==> src/rtl/elastic_pipe_reg_if.sv <==
`default_nettype none
// +-----------------------------------------------------------------------+
// | elastic_pipe_reg_if                                                   |
// | Upstream/downstream ready-valid bundle for elastic_pipe_reg.          |
// | Revision: 1.0                                                         |
// +-----------------------------------------------------------------------+
interface elastic_pipe_reg_if #(
   parameter int WIDTH = 32
);
   logic             in_valid;
   logic             in_ready;
   logic [WIDTH-1:0] in_data;
   logic             out_valid;
   logic             out_ready;
   logic [WIDTH-1:0] out_data;

   modport master (
      output in_valid, in_data, out_ready,
      input  in_ready, out_valid, out_data
   );

   modport slave (
      input  in_valid, in_data, out_ready,
      output in_ready, out_valid, out_data
   );
endinterface
`default_nettype wire

==> src/rtl/elastic_pipe_reg.sv <==
`default_nettype none
// +-----------------------------------------------------------------------+
// | elastic_pipe_reg                                                      |
// | DEPTH-stage elastic register chain with bubble collapse and flush.    |
// | Optional macro ELASTIC_PIPE_REG_DATA_CLEAR_EN clears data to RESET_VAL|
// | Revision: 1.0                                                         |
// +-----------------------------------------------------------------------+
module elastic_pipe_reg #(
   parameter int WIDTH = 32,
   parameter int DEPTH = 2
`ifdef ELASTIC_PIPE_REG_DATA_CLEAR_EN
   ,
   parameter logic [WIDTH-1:0] RESET_VAL = '0
`endif
) (
   input  wire logic                       clk,
   input  wire logic                       rst_n,
   input  wire logic                       flush,
   elastic_pipe_reg_if.slave               pipe,
   output logic [$clog2(DEPTH+1)-1:0]      occupancy
);
   localparam int OCC_W = $clog2(DEPTH+1);

   logic [DEPTH-1:0] r_valid;
   logic [WIDTH-1:0] r_data [DEPTH];
   logic [DEPTH-1:0] w_adv;
   logic [DEPTH-1:0] w_load;
   logic [WIDTH-1:0] w_src [DEPTH];
   logic             w_fullAhead;
   logic             w_inReady;
   logic             w_accept;
   logic [OCC_W-1:0] w_occ;

   // A stage advances when any stage ahead of it has a hole, or the whole
   // tail is full and the consumer is taking the head entry.
   always_comb begin
      w_fullAhead = 1'b1;
      w_adv       = '0;
      for (int k = DEPTH - 1; k >= 0; k--) begin
         w_adv[k]    = r_valid[k] & (~w_fullAhead | pipe.out_ready);
         w_fullAhead = w_fullAhead & r_valid[k];
      end
   end

   assign w_inReady = ~flush & (~r_valid[0] | w_adv[0]);
   assign w_accept  = pipe.in_valid & w_inReady;

   always_comb begin
      w_load    = '0;
      w_load[0] = w_accept;
      w_src[0]  = pipe.in_data;
      for (int k = 1; k < DEPTH; k++) begin
         w_load[k] = w_adv[k-1];
         w_src[k]  = r_data[k-1];
      end
   end

   always_ff @(posedge clk or negedge rst_n) begin
      if (!rst_n) begin
         r_valid <= '0;
      end else if (flush) begin
         r_valid <= '0;
      end else begin
         for (int k = 0; k < DEPTH; k++) begin
            if (w_load[k]) begin
               r_valid[k] <= 1'b1;
            end else if (w_adv[k]) begin
               r_valid[k] <= 1'b0;
            end
         end
      end
   end

`ifdef ELASTIC_PIPE_REG_DATA_CLEAR_EN
   // Data tracks its valid bit: any stage that empties returns to RESET_VAL.
   always_ff @(posedge clk or negedge rst_n) begin
      if (!rst_n) begin
         for (int k = 0; k < DEPTH; k++) begin
            r_data[k] <= RESET_VAL;
         end
      end else begin
         for (int k = 0; k < DEPTH; k++) begin
            if (flush || (w_adv[k] && !w_load[k])) begin
               r_data[k] <= RESET_VAL;
            end else if (w_load[k]) begin
               r_data[k] <= w_src[k];
            end
         end
      end
   end
`else
   always_ff @(posedge clk) begin
      for (int k = 0; k < DEPTH; k++) begin
         if (w_load[k]) begin
            r_data[k] <= w_src[k];
         end
      end
   end
`endif

   always_comb begin
      w_occ = '0;
      for (int k = 0; k < DEPTH; k++) begin
         w_occ = w_occ + OCC_W'(r_valid[k]);
      end
   end

   assign pipe.in_ready  = w_inReady;
   assign pipe.out_valid = r_valid[DEPTH-1];
   assign pipe.out_data  = r_data[DEPTH-1];
   assign occupancy      = w_occ;
endmodule
`default_nettype wire

==> src/flat_wrapper.sv <==
// flat-port wrapper written by rule: the top's interface ports become plain ports
module elastic_pipe_reg_flat 
#(
   parameter int WIDTH = 32,
   parameter int DEPTH = 2

)
  (clk, rst_n, flush, occupancy, pipe_in_valid, pipe_in_data, pipe_out_ready, pipe_in_ready, pipe_out_valid, pipe_out_data);
  elastic_pipe_reg_if #(.WIDTH(WIDTH)) pipe_i ();
  input  wire logic clk;
  input  wire logic rst_n;
  input  wire logic flush;
  output logic [$clog2(DEPTH+1)-1:0] occupancy;
  input wire logic [$bits(pipe_i.in_valid)-1:0] pipe_in_valid;
  input wire logic [$bits(pipe_i.in_data)-1:0] pipe_in_data;
  input wire logic [$bits(pipe_i.out_ready)-1:0] pipe_out_ready;
  output wire logic [$bits(pipe_i.in_ready)-1:0] pipe_in_ready;
  output wire logic [$bits(pipe_i.out_valid)-1:0] pipe_out_valid;
  output wire logic [$bits(pipe_i.out_data)-1:0] pipe_out_data;
  assign pipe_i.in_valid = pipe_in_valid;
  assign pipe_i.in_data = pipe_in_data;
  assign pipe_i.out_ready = pipe_out_ready;
  assign pipe_in_ready = pipe_i.in_ready;
  assign pipe_out_valid = pipe_i.out_valid;
  assign pipe_out_data = pipe_i.out_data;
  elastic_pipe_reg #(.WIDTH(WIDTH), .DEPTH(DEPTH)) u_core (.clk(clk), .rst_n(rst_n), .flush(flush), .pipe(pipe_i), .occupancy(occupancy));
endmodule
==> config.mk <==
export PLATFORM = sky130hd
export DESIGN_NAME = elastic_pipe_reg_flat
export DESIGN_NICKNAME = d
export VERILOG_FILES = /design/src/rtl/elastic_pipe_reg_if.sv /design/src/rtl/elastic_pipe_reg.sv /design/src/flat_wrapper.sv
export SDC_FILE = /design/constraint.sdc
export NUM_CORES = 1
export LEC_CHECK = 0
export BUFFER_PORTS_ARGS = -buffer_cell sky130_fd_sc_hd__buf_2
export CAP_MARGIN = 15
export CORE_ASPECT_RATIO = 1.2
export CORE_MARGIN = 5
export CORE_UTILIZATION = 39
export DETAILED_ROUTE_END_ITERATION = 12
export PLACE_DENSITY = 0.66
export SETUP_SLACK_MARGIN = 0.1
export SLEW_MARGIN = 20
export SYNTH_ARGS = -nofsm -noshare
export SYNTH_HDL_FRONTEND = slang
export SYNTH_SLANG_ARGS = --single-unit
export TNS_END_PERCENT = 20
==> constraint.sdc <==
create_clock -name clk -period 2.5 [get_ports clk]
set_input_delay 0.125 -clock clk [delete_from_list [all_inputs] [get_ports clk]]
set_output_delay 0.125 -clock clk [all_outputs]
set_load 0.005 [all_outputs]
==> impl_metrics.tcl <==
set metrics [dict create \
    syn_to_final_growth_pct 32.67 \
    r2r_slack_ns 0.78 \
    setup_viol 0 \
    die_w_um 79.78 \
    crit_path_start_kind "primary input" \
    syn_nets 146 \
    vias 1131 \
    drive_above_1_share_pct 43.72 \
    setup_tns_ns 0 \
    maxSlewViolCount 0 \
    met3_wirelength_um 275 \
    ir_worst_vdd_mv 0.2664 \
    cts.htree.levels 3 \
    leakage_nw 1.168 \
    worst_setup_path_end_kind "flip-flop" \
    tritoncts "yes" \
    cts_setup_buffers 0 \
    grt_first_pass_wirelength_um 5720 \
    synth_seq_area_share_pct 86.55 \
    cts_root_buf "clkbuf_8" \
    synth.avg_cell_area_um2 21.10 \
    ant_nets 0 \
    num_io_pins 73 \
    netSwitchingFraction_pct 19.82 \
    synth_top_area_share_pct 84.35 \
    arrival_ns 1.76 \
    nFillCells 458 \
    internal_power_mw 1.687 \
    clkSlewWorstSetupHoldPaths_ns 0.07 \
    clkLatencyLatePin_ns 0.32 \
    grt_pass1_vias 1198 \
    combPwrFrac_pct 6.4 \
    fp.dieH_um 93.73 \
    powerDensity_nw_per_um2 696.2 \
    run_status "finished, final reports clean" \
    synth.area.top_cells "edfxtp_1 84%, buf_4 11%, dfrtp_1 2.2%" \
    reg2reg_to "u_core.r_data[0][26]" \
    initial_core_util_pct 40.20 \
    drt_iter0_markers 25 \
    wl_um 3877 \
    place_area_um2 2532 \
    yosysTopAreaCell "edfxtp_1" \
    path_max_fanout 21 \
    hold_path_class "primary input to flip-flop" \
    gr-total-overflow 0 \
    fin_skew_ns 0.006830 \
    design_area_um2 3023 \
    fin_ws_ns 0.7409 \
    clockBufferDepth 2 \
    cts.sinks 66 \
    tightestPinTransition_ns 0.4588 \
    netSwitchingPower_mw 0.4171 \
    dieArea_um2 7477 \
    remaining_drc_errors 0 \
    rsz0062_at_grt "no" \
    maxCapViolCount 0 \
    place.gp.congestion 0.7003 \
    synth_area_um2 2278 \
    crit_path_end "u_core.r_data[0][26]" \
    place_ws_ns 0.7640 \
    required_ns 2.50 \
    ys.warnings.count 0 \
    timing_hold_violations_final 0 \
    max_freq_ghz 0.5685 \
    ctsResizeCount 0 \
    timing.final.crit_period_ns 1.759 \
    grt_usage_pct 10.95 \
    r2r-start "u_core.r_valid[1]" \
    topRoutingLayerUsed "met4" \
    antenna_found_initial 0 \
    wl_per_cell_um 13.90 \
    r2r_cells 3 \
    p_seq_share_pct 61.0 \
    numCtsBuffers 9 \
    via_per_inst 4.054 \
    drt-pass1-iter-count 4 \
    ys_types 10 \
    numPortBuffers 72 \
    postCtsHoldBufs 34 \
    ys_ff_latch 66 \
    wl_met1_um 1404 \
    core_um2 5668 \
    nNetsFinal 233 \
    min_period_over_period_pct 70.36 \
    cp-startpoint "flush" \
    antenna_cells 0 \
    slew_headroom_pct 69.35 \
    postSynthCellCount 108 \
    clkPwrFrac_pct 32.6 \
    crit_type "primary input to flip-flop" \
    wl_met2_um 2113 \
    core.rowCount 30 \
    grt_max_degree 33 \
]
[registers in the layout (all words and copies together), names as in the netlist]
register and count:
u_core.r_valid 2, u_core.r_data 64
[layout by cell type, fill, tap and decap left out, drive strengths merged]
master / n
buf: 74
edfxtp: 64
dlygate4sd3: 34
clkbuf: 10
clkinv: 4
a21oi: 3
nand2b: 2
dfrtp: 2
nor2b: 1
inv: 1
nor2: 1
o31ai: 1
ha: 1
clkinvlp: 1
[power groups by stage]
| stage | Combinational (mW) | Sequential, mW | Clock, mW |
|---|---|---|---|
| 2_1_floorplan | 0.0556 | 1.30 | 0 |
| 3_3_place_gp | 0.0918 | 1.30 | 0 |
| 3_5_place_dp | 0.0964 | 1.31 | 0 |
| 4_1_cts | 0.138 | 1.28 | 0.713 |
| 5_1_grt | 0.147 | 1.29 | 0.775 |
| 6_report | 0.135 | 1.28 | 0.686 |
[routing by layer]
metal | global-route usage (%) | vias to the layer above
met3 | 4.031 | 8
met2 | 18.66 | 54
met5 | 0 | -
li1 | - | 540
met4 | 7.606 | 0
met1 | 10.90 | 529
[worst max-delay path, stage by stage]
cell	delay (ns)
dlygate4sd3_1	0.53
buf_2	0.14
nand2b_1	0.20
a21oi_4	0.37
buf_4	0.37
[cell families (layout without fill, tap and decap cells)]
logic type | count (synthesis) | after routing | share of synthesized area [%]
AOI/OAI and AO/OA | 4 | 4 | 1.208
DFF | 66 | 66 | 86.55
buffers and inverters | 33 | 124 | 10.71
adders and majority gates | 1 | 1 | 0.5491
and+or+nand+nor | 4 | 4 | 0.9884
[worst min-delay path by stage]
stage | startpoint | endpoint | slack [ns] | cells past startpoint
floorplan | rst_n | u_core.r_valid[0] | -0.17 | 0
global placement | rst_n | u_core.r_valid[0] | -0.09 | 1
detailed placement | rst_n | u_core.r_valid[1] | -0.09 | 1
CTS | pipe_in_valid | u_core.r_valid[0] | 0.07 | 3
global route | rst_n | u_core.r_valid[0] | 0.08 | 2
finish | pipe_in_valid | u_core.r_valid[0] | 0.10 | 3
[through the flow]
stage	util [%]	hold slack [ns]	total power, mW	std cells
final	53.33	0.1049	2.105	279
after global routing	53.33	0.08110	2.208	279
after CTS	53.33	0.07390	2.134	279
after detailed placement	44.68	-0.08585	1.403	230
after global placement	44.68	-0.09115	1.395	230
after floorplan	-	-0.1706	1.360	108
[cell type report]
cell class	instances	area [µm²]	area share (%)
clock buffers	10	127.6	4.222
clock inverters	5	22.52	0.7450
inverters	1	3.754	0.1242
multi-input cells	9	81.33	2.690
flip-flops and latches	66	1972	65.23
well taps	80	100.1	3.311
repair buffers	108	715.7	23.68
[cell usage after synthesis]
cell and count:
edfxtp_1 64, inv_1 1, dfrtp_1 2, o31ai_2 1
nand2b_1 2, buf_4 32, a21oi_1 3, nor2b_1 1
nor2_1 1, ha_1 1
Note: power is estimated with default switching activity, not from simulation.
